File: src/rtl/pe_accumulator.sv
// Dot-product reduction stage: sums a programmed-length run of signed PE products
// and returns one saturated result per run. Optional macro PE_ACC_SHIFT_EN adds a rounded right shift.
module pe_accumulator #(
  parameter int DATA_WIDTH = 16,
  parameter int LEN_WIDTH  = 16,
  parameter int ACC_WIDTH  = 32
) (
  input  logic                         clk_i,
  input  logic                         rst_ni,
  input  logic                         start_i,
  input  logic        [LEN_WIDTH-1:0]  len_i,
`ifdef PE_ACC_SHIFT_EN
  input  logic        [4:0]            shift_i,
`endif
  input  logic                         prod_valid_i,
  output logic                         prod_ready_o,
  input  logic signed [DATA_WIDTH-1:0] prod_data_i,
  output logic                         res_valid_o,
  input  logic                         res_ready_i,
  output logic signed [DATA_WIDTH-1:0] res_data_o,
  output logic                         res_sat_o,
  output logic                         busy_o
);

  typedef enum logic [1:0] {
    IDLE   = 2'd0,
    ACCUM  = 2'd1,
    OUTPUT = 2'd2
  } state_t;

  localparam logic signed [ACC_WIDTH:0] SAT_MAX =
    {{(ACC_WIDTH+1-DATA_WIDTH){1'b0}}, 1'b0, {(DATA_WIDTH-1){1'b1}}};
  localparam logic signed [ACC_WIDTH:0] SAT_MIN =
    {{(ACC_WIDTH+1-DATA_WIDTH){1'b1}}, 1'b1, {(DATA_WIDTH-1){1'b0}}};

  // Returns {clipped, value} for a one-bit-wider-than-accumulator input.
  function automatic logic [DATA_WIDTH:0] saturate(input logic signed [ACC_WIDTH:0] v);
    if (v > SAT_MAX) begin
      return {1'b1, SAT_MAX[DATA_WIDTH-1:0]};
    end else if (v < SAT_MIN) begin
      return {1'b1, SAT_MIN[DATA_WIDTH-1:0]};
    end
    return {1'b0, v[DATA_WIDTH-1:0]};
  endfunction

`ifdef PE_ACC_SHIFT_EN
  // Extra headroom bit keeps the half-up bias from wrapping a near-full accumulator.
  function automatic logic signed [ACC_WIDTH:0] round_shift(
    input logic signed [ACC_WIDTH-1:0] a,
    input logic        [4:0]           sh
  );
    logic signed [ACC_WIDTH:0] ext;
    logic signed [ACC_WIDTH:0] bias;
    ext  = {a[ACC_WIDTH-1], a};
    bias = '0;
    if (sh != 5'd0) begin
      bias = (ACC_WIDTH+1)'(1) << (sh - 5'd1);
    end
    return (ext + bias) >>> sh;
  endfunction
`endif

  state_t state, state_next;

  logic        [LEN_WIDTH-1:0]  len_p0;
  logic        [LEN_WIDTH-1:0]  count_p0;
  logic signed [ACC_WIDTH-1:0]  acc_p0;
  logic signed [ACC_WIDTH-1:0]  acc_sum;
  logic signed [ACC_WIDTH:0]    scaled;
  logic        [DATA_WIDTH:0]   sat_res;
  logic signed [DATA_WIDTH-1:0] res_data_p1;
  logic                         res_sat_p1;

  logic run_start;
  logic run_empty;
  logic beat;
  logic beat_last;

`ifdef PE_ACC_SHIFT_EN
  logic [4:0] shift_p0;
`endif

  assign beat_last = (count_p0 == (len_p0 - LEN_WIDTH'(1)));
  assign acc_sum   = acc_p0 + ACC_WIDTH'(prod_data_i);

`ifdef PE_ACC_SHIFT_EN
  assign scaled = round_shift(acc_sum, shift_p0);
`else
  assign scaled = {acc_sum[ACC_WIDTH-1], acc_sum};
`endif

  assign sat_res = saturate(scaled);

  always_ff @(posedge clk_i or negedge rst_ni) begin
    if (!rst_ni) begin
      state <= IDLE;
    end else begin
      state <= state_next;
    end
  end

  always_comb begin
    state_next   = state;
    prod_ready_o = 1'b0;
    res_valid_o  = 1'b0;
    run_start    = 1'b0;
    run_empty    = 1'b0;
    beat         = 1'b0;
    case (state)
      IDLE: begin
        if (start_i) begin
          run_start = 1'b1;
          if (len_i == '0) begin
            run_empty  = 1'b1;
            state_next = OUTPUT;
          end else begin
            state_next = ACCUM;
          end
        end
      end
      ACCUM: begin
        prod_ready_o = 1'b1;
        if (prod_valid_i) begin
          beat = 1'b1;
          if (beat_last) begin
            state_next = OUTPUT;
          end
        end
      end
      OUTPUT: begin
        res_valid_o = 1'b1;
        if (res_ready_i) begin
          state_next = IDLE;
        end
      end
      default: state_next = IDLE;
    endcase
  end

  // p0: run setup and accumulation; p1: saturated result captured on the final beat.
  always_ff @(posedge clk_i or negedge rst_ni) begin
    if (!rst_ni) begin
      len_p0      <= '0;
      count_p0    <= '0;
      acc_p0      <= '0;
      res_data_p1 <= '0;
      res_sat_p1  <= 1'b0;
`ifdef PE_ACC_SHIFT_EN
      shift_p0    <= '0;
`endif
    end else begin
      if (run_start) begin
        len_p0   <= len_i;
        count_p0 <= '0;
        acc_p0   <= '0;
`ifdef PE_ACC_SHIFT_EN
        shift_p0 <= shift_i;
`endif
      end
      if (run_empty) begin
        res_data_p1 <= '0;
        res_sat_p1  <= 1'b0;
      end
      if (beat) begin
        acc_p0   <= acc_sum;
        count_p0 <= count_p0 + LEN_WIDTH'(1);
        if (beat_last) begin
          res_data_p1 <= sat_res[DATA_WIDTH-1:0];
          res_sat_p1  <= sat_res[DATA_WIDTH];
        end
      end
    end
  end

  assign res_data_o = res_data_p1;
  assign res_sat_o  = res_sat_p1;
  assign busy_o     = (state != IDLE);

  a_res_stable: assert property (@(posedge clk_i) disable iff (!rst_ni)
    (res_valid_o && !res_ready_i) |=> (res_valid_o && $stable(res_data_o) && $stable(res_sat_o)));

endmodule

File: config.mk
export PLATFORM = sky130hd
export DESIGN_NAME = pe_accumulator
export DESIGN_NICKNAME = d
export VERILOG_FILES = /design/src/rtl/pe_accumulator.sv
export SDC_FILE = /design/constraint.sdc
export NUM_CORES = 1
export LEC_CHECK = 0
export CAP_MARGIN = 20
export CORE_MARGIN = 2
export CORE_UTILIZATION = 35
export CTS_BUF_LIST = sky130_fd_sc_hd__clkbuf_8
export DETAILED_ROUTE_END_ITERATION = 10
export DONT_BUFFER_PORTS = 1
export HOLD_SLACK_MARGIN = 0.1
export PLACE_DENSITY_LB_ADDON = 0.05
export SLEW_MARGIN = 20
export SYNTH_ARGS = -nofsm -noshare
export SYNTH_HDL_FRONTEND = slang
export SYNTH_SLANG_ARGS = --single-unit
File: constraint.sdc
create_clock -name clk_i -period 3.5 [get_ports clk_i]
set_input_delay 0.35 -clock clk_i [delete_from_list [all_inputs] [get_ports clk_i]]
set_output_delay 0.35 -clock clk_i [all_outputs]
set_load 0.02 [all_outputs]
==> results of run 1 <==
-- sequential cells by signal (all words and copies together), names as in the netlist --
| register | count |
|---|---|
| res_sat_o | 1 |
| acc_p0 | 32 |
| state | 2 |
| res_data_o | 16 |
| count_p0 | 16 |
| len_p0 | 16 |
-- stage by stage --
step / power, uW / util (%) / TNS, ns / hold slack [ns] / std cells
finish: 5790 / 43.9 / -1.75 / 0.229 / 998
CTS: 5730 / 43.4 / -1.53 / 0.196 / 997
global route: 6270 / 43.9 / -4.66 / 0.232 / 998
global placement: 4720 / 40.0 / -6.08 / 0.0561 / 957
detailed placement: 4750 / 40.0 / -7.39 / 0.0567 / 957
floorplan: 3520 / - / 0 / 0.0544 / 683
-- critical path, delay by kind of cell, from the launching register on --
family          cells  cell delay [ns]
compound gates      4             0.64
flops               1             0.41
fa+ha+maj           1             0.30
simple gates        5             1.69
buf+inv             3             0.48
-- placed cells by master (no fill, tap or decap), types with 18 or more instances in the layout --
cell / Yosys / routed
a21oi_1: 37 / 32
buf_4: 2 / 88
dfrtp_1: 83 / 83
dlygate4sd3_1: 0 / 18
ha_1: 33 / 30
nand2_1: 132 / 131
nand3_1: 23 / 22
nand4_1: 18 / 18
nor2_1: 27 / 26
o211ai_1: 23 / 23
o21ai_0: 66 / 61
xnor2_1: 26 / 25
xor2_1: 22 / 21
-- final cells by class --
| type | instances | area share (%) |
|---|---|---|
| Clock buffer | 10 | 1.91 |
| Clock inverter | 6 | 0.885 |
| Inverter | 11 | 0.573 |
| Multi-Input combinational cell | 558 | 51.3 |
| Sequential cell | 83 | 28.8 |
| Tap cell | 220 | 3.82 |
| Timing Repair Buffer | 110 | 12.8 |
-- logic make-up (layout without fill, tap and decap cells) --
| group | Yosys count | after routing |
|---|---|---|
| AO/OA/AOI/OAI | 198 | 198 |
| AND/OR/NAND/NOR | 275 | 275 |
| adder cells (fa/ha/maj) | 34 | 34 |
| flip-flops | 83 | 83 |
| multiplexers | 3 | 3 |
| buffers and inverters | 42 | 137 |
| XOR/XNOR | 48 | 48 |
-- path summary, 6_finish.rpt --
check                           depth (start not counted)  slack, ns                    from                        to
worst max-delay path                                   13      -0.13  acc_p0[14]$_DFFE_PN0P_  res_data_o[14]$_DFF_PN0_
worst min-delay path                                    2       0.23                 start_i      state[1]$_DFFE_PN0P_
worst max register to register                         13      -0.13  acc_p0[14]$_DFFE_PN0P_  res_data_o[14]$_DFF_PN0_
worst min register to register                          2       0.49  acc_p0[27]$_DFFE_PN0P_    acc_p0[27]$_DFFE_PN0P_
max in group asynchronous                               2       2.59                  rst_ni    acc_p0[23]$_DFFE_PN0P_
min in group asynchronous                               2       0.52                  rst_ni   res_data_o[5]$_DFF_PN0_
-- what timing repair did --
item	CTS	global route
hold buffers	19	0
pin swaps	12	10
buffers inserted	6	1
endpoints found under the setup margin	16	16
cloned	0	0
resized for setup	22	19
hold endpoints to repair	100	0
-- power groups by stage --
stage | registers, uW | logic (uW) | clock network [uW]
3_5_place_dp | 1520 | 3230 | 0
5_1_grt | 1540 | 3910 | 821
6_report | 1500 | 3530 | 764
4_1_cts | 1500 | 3440 | 789
3_3_place_gp | 1500 | 3210 | 0
2_1_floorplan | 1430 | 2090 | 0
-- cell usage after synthesis (all sizes together), types with 3 or more instances --
cell	count	area share, %
o21bai	4	0.52
a22o	11	1.7
o211ai	24	3.2
nor4	18	1.9
a21oi	37	3.2
nor2b	3	0.32
nor3	15	1.5
nand3b	4	0.52
xor2	22	3.3
nand2b	5	0.54
o21ai	71	6.1
and3	8	0.86
nand4	19	2.2
inv	11	0.71
or2	3	0.32
and2	4	0.45
o21a	3	0.39
o31ai	9	1.2
a21o	6	0.78
a31oi	3	0.32
nor2	27	1.7
dfrtp	83	36
buf	13	1.9
nand2	132	8.5
or3	4	0.45
nand3	25	2.3
xnor2	26	3.9
a211oi	7	0.90
ha	33	7.1
clkbuf	17	1.2
-- per-layer routing --
layer,up-vias,track usage [%],wire length (um)
met1,2638,28.9,8370
met3,24,2.30,561
met2,104,32.0,7950
met5,-,0,0
li1,2682,-,-
met4,0,7.35,365
==> flow_summary.toml, run 1 <==
[yosys]
avgSynthCellArea_um2 = 8.50
ys_types = 71
synth-adder-area-share_pct = 7.46
synthMuxAreaShare_pct = 0.539
ys_seq_area_share_pct = 35.8
synth_area_um2 = 5810
synth_top_family_by_area = "simple AND/OR/NAND/NOR gates"
synth-edff-count = 0
synth-simple-area-share_pct = 22.9
yosys_warnings = 0
ys_async_sr_fraction_pct = 100
synthCells = 683
synth_compound_area_share_pct = 22.2
synth_xor_area_share_pct = 7.24
synth_fp_nets = 754
ys.flop_type = "dfrtp_1"
synth_seq_cells = 83

[power]
p_clk_share_pct = 13.2
switching_share_pct = 45.4
vdd_drop_max_uv = 570
powerDensity_nw_per_um2 = 803
pwr-share-seq_pct = 25.8
p_sw_uw = 2630
p_leak_uw = 0.00317
internal_power_uw = 3170
p_comb_share_pct = 61.0

[setup_path]
end_kind = "flop"
path_class = "reg2reg"
worstPathArrival_ns = 3.88
path_cells = "ha_1, buf_4, a21oi_1, o21ai_2, buf_4, or4_1, a32oi_2, or4b_4, nor4_4, nand4_1, nand4_2, buf_12, o211ai_1"
crit_fanout = 15
slowest_delay_ns = 0.54
slowest_stage = "or4_1"
cp.required_ns = 3.76
cp_common_cell = "buf_4"
startpoint_type = "flop"

[global_routing]
grt_max_degree = 84
track_usage_pct = 20.3
antenna_found_initial = 0
overflow = 0
grt_first_pass_wirelength_um = 28500
grt_pass1_vias = 5453

[finish]
fillers = 1658
fin_nets = 844
final_area_um2 = 7210
multi_input_area_um2 = 3700
antenna_cells = 0
synthToLayoutAreaGrowth_pct = 24.2
ff_latch_area_um2 = 2080
drive_gt1_share_pct = 19.9

[floorplanning]
initial_core_util_pct = 35.4
num_rows = 47
core_um2 = 16400
die_y_um = 133
ios = 57
die_area_um2 = 17600
die_x_um = 133

[timing]
maxSlewViolCount = 0
final-setup-viol-count = 16
fin_crit_sh_pct = 104
clock_skew_ns = 0.0186
hold_violations = 0
max_freq_mhz = 276
tightest_slew_ns = 0.914
rsz0062_at_grt = "true"
worst_slack_ns = -0.125
max_slew_margin_pct = 39.1
period_minus_slack_ns = 3.63

[status]
outcome = "complete, but fails checks"
failed_checks = "setup timing"

[route]
routed_wl_um = 17200
antenna_left = 0
vias = 5448
via_per_inst = 5.46
drc = 0
drt_pass1_iterations = 5
initialDrtViolationCount = 392
wl_per_cell_um = 17.3

[place]
place_area_um2 = 6560
gp_congestion = 0.848
port_buffers = 0
dp_slack_ns = -0.480
hpwl_um = 12800

[min_path]
hp-class = "in2reg"

[job]
maxCapViolations = 0

[cts]
insertion_delay_ns = 0.38
cts_max_level = 3
clkSlewWorstSetupHoldPaths_ns = 0.10
cts_root_buf = "clkbuf_8"
clockBufferDepth = 2
cts.sinks = 83
cts_buffers = 9
cts_tree = "done"
No activity file was read; power rests on OpenSTA's default activity.
==> inputs of run 2 (changes only) <==
--- a/config.mk
+++ b/config.mk
@@ -6,7 +6,6 @@
 export NUM_CORES = 1
 export LEC_CHECK = 0
 export CAP_MARGIN = 20
-export CORE_MARGIN = 2
 export CORE_UTILIZATION = 35
 export CTS_BUF_LIST = sky130_fd_sc_hd__clkbuf_8
 export DETAILED_ROUTE_END_ITERATION = 10
==> run 2 against run 1 <==
Compared with the run above: the run still ends with setup timing left; critical endpoint is now res_data_o[0]$_DFF_PN0_; global-route usage increased by 1.6 points; largest cell class unchanged; worst setup slack improved by 0.013 ns; cell count decreased by 1.2%.
==> flow_summary.toml, run 2 (same netlist as run 1, synthesis figures left out) <==
[setup_path]
rr_startpoint = "acc_p0[4]$_DFFE_PN0P_"
worstPathArrival_ns = 3.87
startpoint_type = "flop"
path_class = "reg2reg"
crit_start = "acc_p0[4]$_DFFE_PN0P_"
cp.required_ns = 3.76
slowest_stage = "dfrtp_1"
crit_fanout = 7
path_cells = "ha_4, o211ai_1, o211ai_1, a31oi_2, o31a_1, buf_4, o21ai_1, xor2_1, buf_4, nor4_1, buf_4, nand4_1, nand4_4, clkbuf_16, o211ai_1"
end_kind = "flop"
slowest_delay_ns = 0.42

[power]
powerDensity_nw_per_um2 = 793
p_comb_share_pct = 61.4
p_sw_uw = 2670
vdd_drop_max_uv = 556
total_power_uw = 5700
switching_share_pct = 46.8
p_clk_share_pct = 12.3
p_leak_uw = 0.00315
pwr-share-seq_pct = 26.4
internal_power_uw = 3030

[finish]
fillers = 1601
fin_util_pct = 44.8
layout_common_cells = "nand2_1 (131), dfrtp_1 (83), buf_4 (80)"
multi_input_area_um2 = 3730
drive_gt1_share_pct = 19.7
final_area_um2 = 7190
final_common_cell = "nand2_1"
antenna_cells = 0
synthToLayoutAreaGrowth_pct = 23.8
ff_latch_area_um2 = 2080
largest_reg_flops = 32
fin_nets = 836
top_register = "acc_p0"

[floorplanning]
die_x_um = 131
die_area_um2 = 17100
die_y_um = 131
num_rows = 46
initial_core_util_pct = 36.2
core_um2 = 16100
ios = 57

[cts]
cts_max_level = 3
cts_root_buf = "clkbuf_8"
cts_tree = "done"
clockBufferDepth = 2
insertion_delay_ns = 0.38
cts_buffers = 9
cts.sinks = 83
clkSlewWorstSetupHoldPaths_ns = 0.10

[global_routing]
track_usage_pct = 21.9
grt_first_pass_wirelength_um = 28300
overflow = 0
grt_max_degree = 84
antenna_found_initial = 0
grt_pass1_vias = 5293

[timing]
clock_skew_ns = 0.0165
maxSlewViolCount = 0
tns_ns = -1.47
fin_crit_sh_pct = 103
period_minus_slack_ns = 3.61
rsz0062_at_grt = "true"
tightest_slew_ns = 0.833
final-setup-viol-count = 15
hold_violations = 0
max_freq_mhz = 277
max_slew_margin_pct = 44.3
worst_slack_ns = -0.112
hold_slack_ns = 0.159

[min_path]
holdCritStartpoint = "len_i[14]"
hp-class = "in2reg"

[route]
drc = 0
vias = 5495
antenna_left = 0
wl_per_cell_um = 17.9
via_per_inst = 5.57
initialDrtViolationCount = 318
routed_wl_um = 17600
drt_pass1_iterations = 5

[status]
outcome = "complete, but fails checks"
failed_checks = "setup timing"

[place]
place_area_um2 = 6500
gp_congestion = 0.865
port_buffers = 0
hpwl_um = 13000

[job]
maxCapViolations = 0
run 2: cell count changes in the layout (fill, tap and decap cells not counted), sizes merged:
cell	previous run	this run
inv	15	16
clkinv	1	2
dlygate4sd3	18	16
buf	92	85
bufinv	1	0
run 2: power groups by stage:
stage | Sequential, uW | Clock, uW | Combinational, uW
final | 1500 | 698 | 3500
after global routing | 1540 | 767 | 3870
after CTS | 1500 | 732 | 3370
after detailed placement | 1520 | 0 | 3170
after global placement | 1510 | 0 | 3160
after floorplan | 1430 | 0 | 2090
run 2: path summary, 6_finish.rpt:
kind,endpoint,slack [ns],cells after the start
max,res_data_o[0]$_DFF_PN0_,-0.11,15
min,len_p0[14]$_DFFE_PN0P_,0.16,2
max reg2reg,res_data_o[0]$_DFF_PN0_,-0.11,15
min reg2reg,acc_p0[28]$_DFFE_PN0P_,0.50,2
max in group asynchronous,acc_p0[5]$_DFFE_PN0P_,2.54,2
min in group asynchronous,acc_p0[18]$_DFFE_PN0P_,0.62,2
run 2: stage by stage:
stage | setup WS, ns | cells
after floorplan | 0.0259 | 683
after CTS | -0.00116 | 982
after global placement | -0.248 | 946
after detailed placement | -0.286 | 946
after global routing | -0.240 | 986
final | -0.112 | 986
run 2: what timing repair did:
action,4_1_cts,5_1_grt
pin swaps,16,10
setup endpoints to repair,16,17
gates resized for setup,25,18
setup buffers,3,4
endpoints found under the hold margin,98,0
gates cloned,1,0
hold buffers,17,0
run 2: layout make-up:
class,count,share of cell area [%]
Multi-Input combinational cell,558,51.8
Sequential cell,83,28.9
Timing Repair Buffer,102,12.3
Tap cell,216,3.76
Clock buffer,9,1.72
Clock inverter,7,0.905
Inverter,11,0.574
run 2: critical path: cells and delay by family, from the launching register on:
kind            cells  cell delay [ns]
compound gates      6             1.34
buf+inv             4             0.65
flops               1             0.42
simple gates        3             0.66
xor+xnor            1             0.12
fa+ha+maj           1             0.30
run 2: routing by layer:
metal | GRT usage (%) | share of wire (%)
met4 | 6.22 | 1.5
met1 | 31.7 | 50
met2 | 32.4 | 43
met3 | 5.05 | 4.8
met5 | 0 | 0
==> inputs of run 3 (changes only) <==
--- a/config.mk
+++ b/config.mk
@@ -6,6 +6,7 @@
 export NUM_CORES = 1
 export LEC_CHECK = 0
 export CAP_MARGIN = 20
+export CORE_MARGIN = 3
 export CORE_UTILIZATION = 35
 export CTS_BUF_LIST = sky130_fd_sc_hd__clkbuf_8
 export DETAILED_ROUTE_END_ITERATION = 10
==> constraint.sdc (replaced) <==
create_clock -name clk_i -period 2.96 [get_ports clk_i]
set_input_delay 0.296 -clock clk_i [delete_from_list [all_inputs] [get_ports clk_i]]
set_output_delay 0.296 -clock clk_i [all_outputs]
set_load 0.02 [all_outputs]
==> run 3 against run 2 <==
Compared with the run above: the run still ends with setup timing left; clock-buffer cell count grew 2; flip-flop and latch count is the same; critical path depth shrank 3; sequential power grew 15%; cell count grew 6.3%; combinational power grew 33%; die area grew 6.2%; first-iteration DRC count grew 7.9%; critical path type unchanged; via count grew 1.5%; wire length grew 0.92%; highest routed layer unchanged; global-route usage shrank 2.0 points; clock power grew 26%.
==> flow_summary.toml, run 3 (same netlist as run 1, synthesis figures left out) <==
[timing]
worst_slack_ns = -0.409
max_slew_margin_pct = 44.3
period_minus_slack_ns = 3.37
final-setup-viol-count = 16
clock_skew_ns = 0.0215
fin_crit_sh_pct = 114
rsz0062_at_grt = "true"
maxSlewViolCount = 0
hold_violations = 0
max_freq_mhz = 297
hold_slack_ns = 0.157
tightest_slew_ns = 0.833

[setup_path]
cp_common_cell = "o211ai_1"
startpoint_type = "flop"
slowest_stage = "or4b_4"
slowest_delay_ns = 0.50
reg2reg_depth = 12
endpoint = "res_data_o[3]$_DFF_PN0_"
crit_fanout = 7
cp.required_ns = 3.20
r2r-end = "res_data_o[3]$_DFF_PN0_"
path_class = "reg2reg"
rr_startpoint = "acc_p0[1]$_DFFE_PN0P_"
crit_start = "acc_p0[1]$_DFFE_PN0P_"
path_cells = "ha_4, a211oi_2, o211ai_1, and3_1, or4_4, a32oi_1, or4b_4, nor4_4, nand4_1, nand4_4, clkbuf_16, o211ai_1"
end_kind = "flop"
r2r_slack_ns = -0.41
worstPathArrival_ns = 3.61

[route]
vias = 5576
wl_per_cell_um = 17.0
antenna_left = 0
via_per_inst = 5.32
initialDrtViolationCount = 343
routed_wl_um = 17800
drc = 0
drt_pass1_iterations = 5

[cts]
clockBufferDepth = 2
insertion_delay_ns = 0.38
cts_max_level = 3
cts_buffers = 9
clkSlewWorstSetupHoldPaths_ns = 0.08
cts.sinks = 83
cts_tree = "done"
cts_root_buf = "clkbuf_8"

[finish]
drive_gt1_share_pct = 26.9
fin_nets = 899
synthToLayoutAreaGrowth_pct = 34.1
final_area_um2 = 7790
layout_common_cells = "buf_4 (141), nand2_1 (131), dfrtp_1 (83)"
antenna_cells = 0
fillers = 1539
ff_latch_area_um2 = 2080
final_common_cell = "buf_4"
largest_reg_flops = 32
top_register = "acc_p0"
multi_input_area_um2 = 3840
fin_util_pct = 48.5

[place]
port_buffers = 0
gp_congestion = 0.929
hpwl_um = 13300
place_area_um2 = 6960
dp_slack_ns = -0.545

[status]
outcome = "complete, but fails checks"
failed_checks = "setup timing"

[global_routing]
grt_max_degree = 84
overflow = 0
track_usage_pct = 19.9
grt_first_pass_wirelength_um = 28900
antenna_found_initial = 0
grt_pass1_vias = 5626

[floorplanning]
die_area_um2 = 18200
num_rows = 46
die_y_um = 135
die_x_um = 135
ios = 57
core_um2 = 16100
initial_core_util_pct = 36.2

[power]
powerDensity_nw_per_um2 = 934
p_leak_uw = 0.00350
vdd_drop_max_uv = 527

[min_path]
hp-class = "in2reg"
holdCritStartpoint = "prod_valid_i"

[job]
maxCapViolations = 0
==> run 3: metal layers <==
layer	vias to the layer above	share of wire, %	GRT usage [%]
li1	2792	-	-
met4	0	2.4	7.24
met2	113	44	30.0
met3	29	4.6	3.80
met5	-	0	0
met1	2642	49	28.5
==> run 3: area by class of cell <==
cell class / instances / area share [%]
Tap cell: 216 / 3.47
Clock buffer: 11 / 1.94
Timing Repair Buffer: 165 / 17.4
Sequential cell: 83 / 26.7
Multi-Input combinational cell: 558 / 49.4
Clock inverter: 4 / 0.643
Inverter: 11 / 0.530
==> run 3: worst min path at each step <==
stage | endpoint | slack (ns) | cells past startpoint
detailed placement | acc_p0[17]$_DFFE_PN0P_ | 0.003 | 0
global route | state[0]$_DFFE_PN0P_ | 0.13 | 2
CTS | state[0]$_DFFE_PN0P_ | 0.12 | 2
finish | state[0]$_DFFE_PN0P_ | 0.16 | 2
global placement | acc_p0[17]$_DFFE_PN0P_ | 0.003 | 0
floorplan | acc_p0[0]$_DFFE_PN0P_ | 0.0004 | 0
==> run 3: critical path: cells and delay by family, from the launching register on <==
family          cells  cell delay (ns)
fa+ha+maj           1             0.23
simple gates        6             1.72
buf+inv             1             0.17
compound gates      4             0.73
flops               1             0.41
==> run 3: what timing repair did <==
| item | 4_1_cts | 5_1_grt |
|---|---|---|
| pin swaps | 13 | 11 |
| buffers inserted | 5 | 4 |
| cloned | 0 | 1 |
| setup endpoints to repair | 18 | 22 |
| endpoints found under the hold margin | 100 | 0 |
| hold buffers | 19 | 0 |
| resized for setup | 24 | 31 |
==> run 3: report_power, final <==
part / total (uW) / internal [uW] / switching [uW]
clock network: 878 / 432 / 446
registers: 1730 / 1440 / 286
logic: 4670 / 2160 / 2510
==> run 3: metrics by stage <==
stage	power (uW)	instances	TNS, ns
2_1_floorplan	4210	683	-0.876
3_3_place_gp	5920	1004	-7.63
3_5_place_dp	5960	1004	-8.36
4_1_cts	7080	1043	-5.77
5_1_grt	7860	1048	-9.27
6_report	7280	1048	-6.19
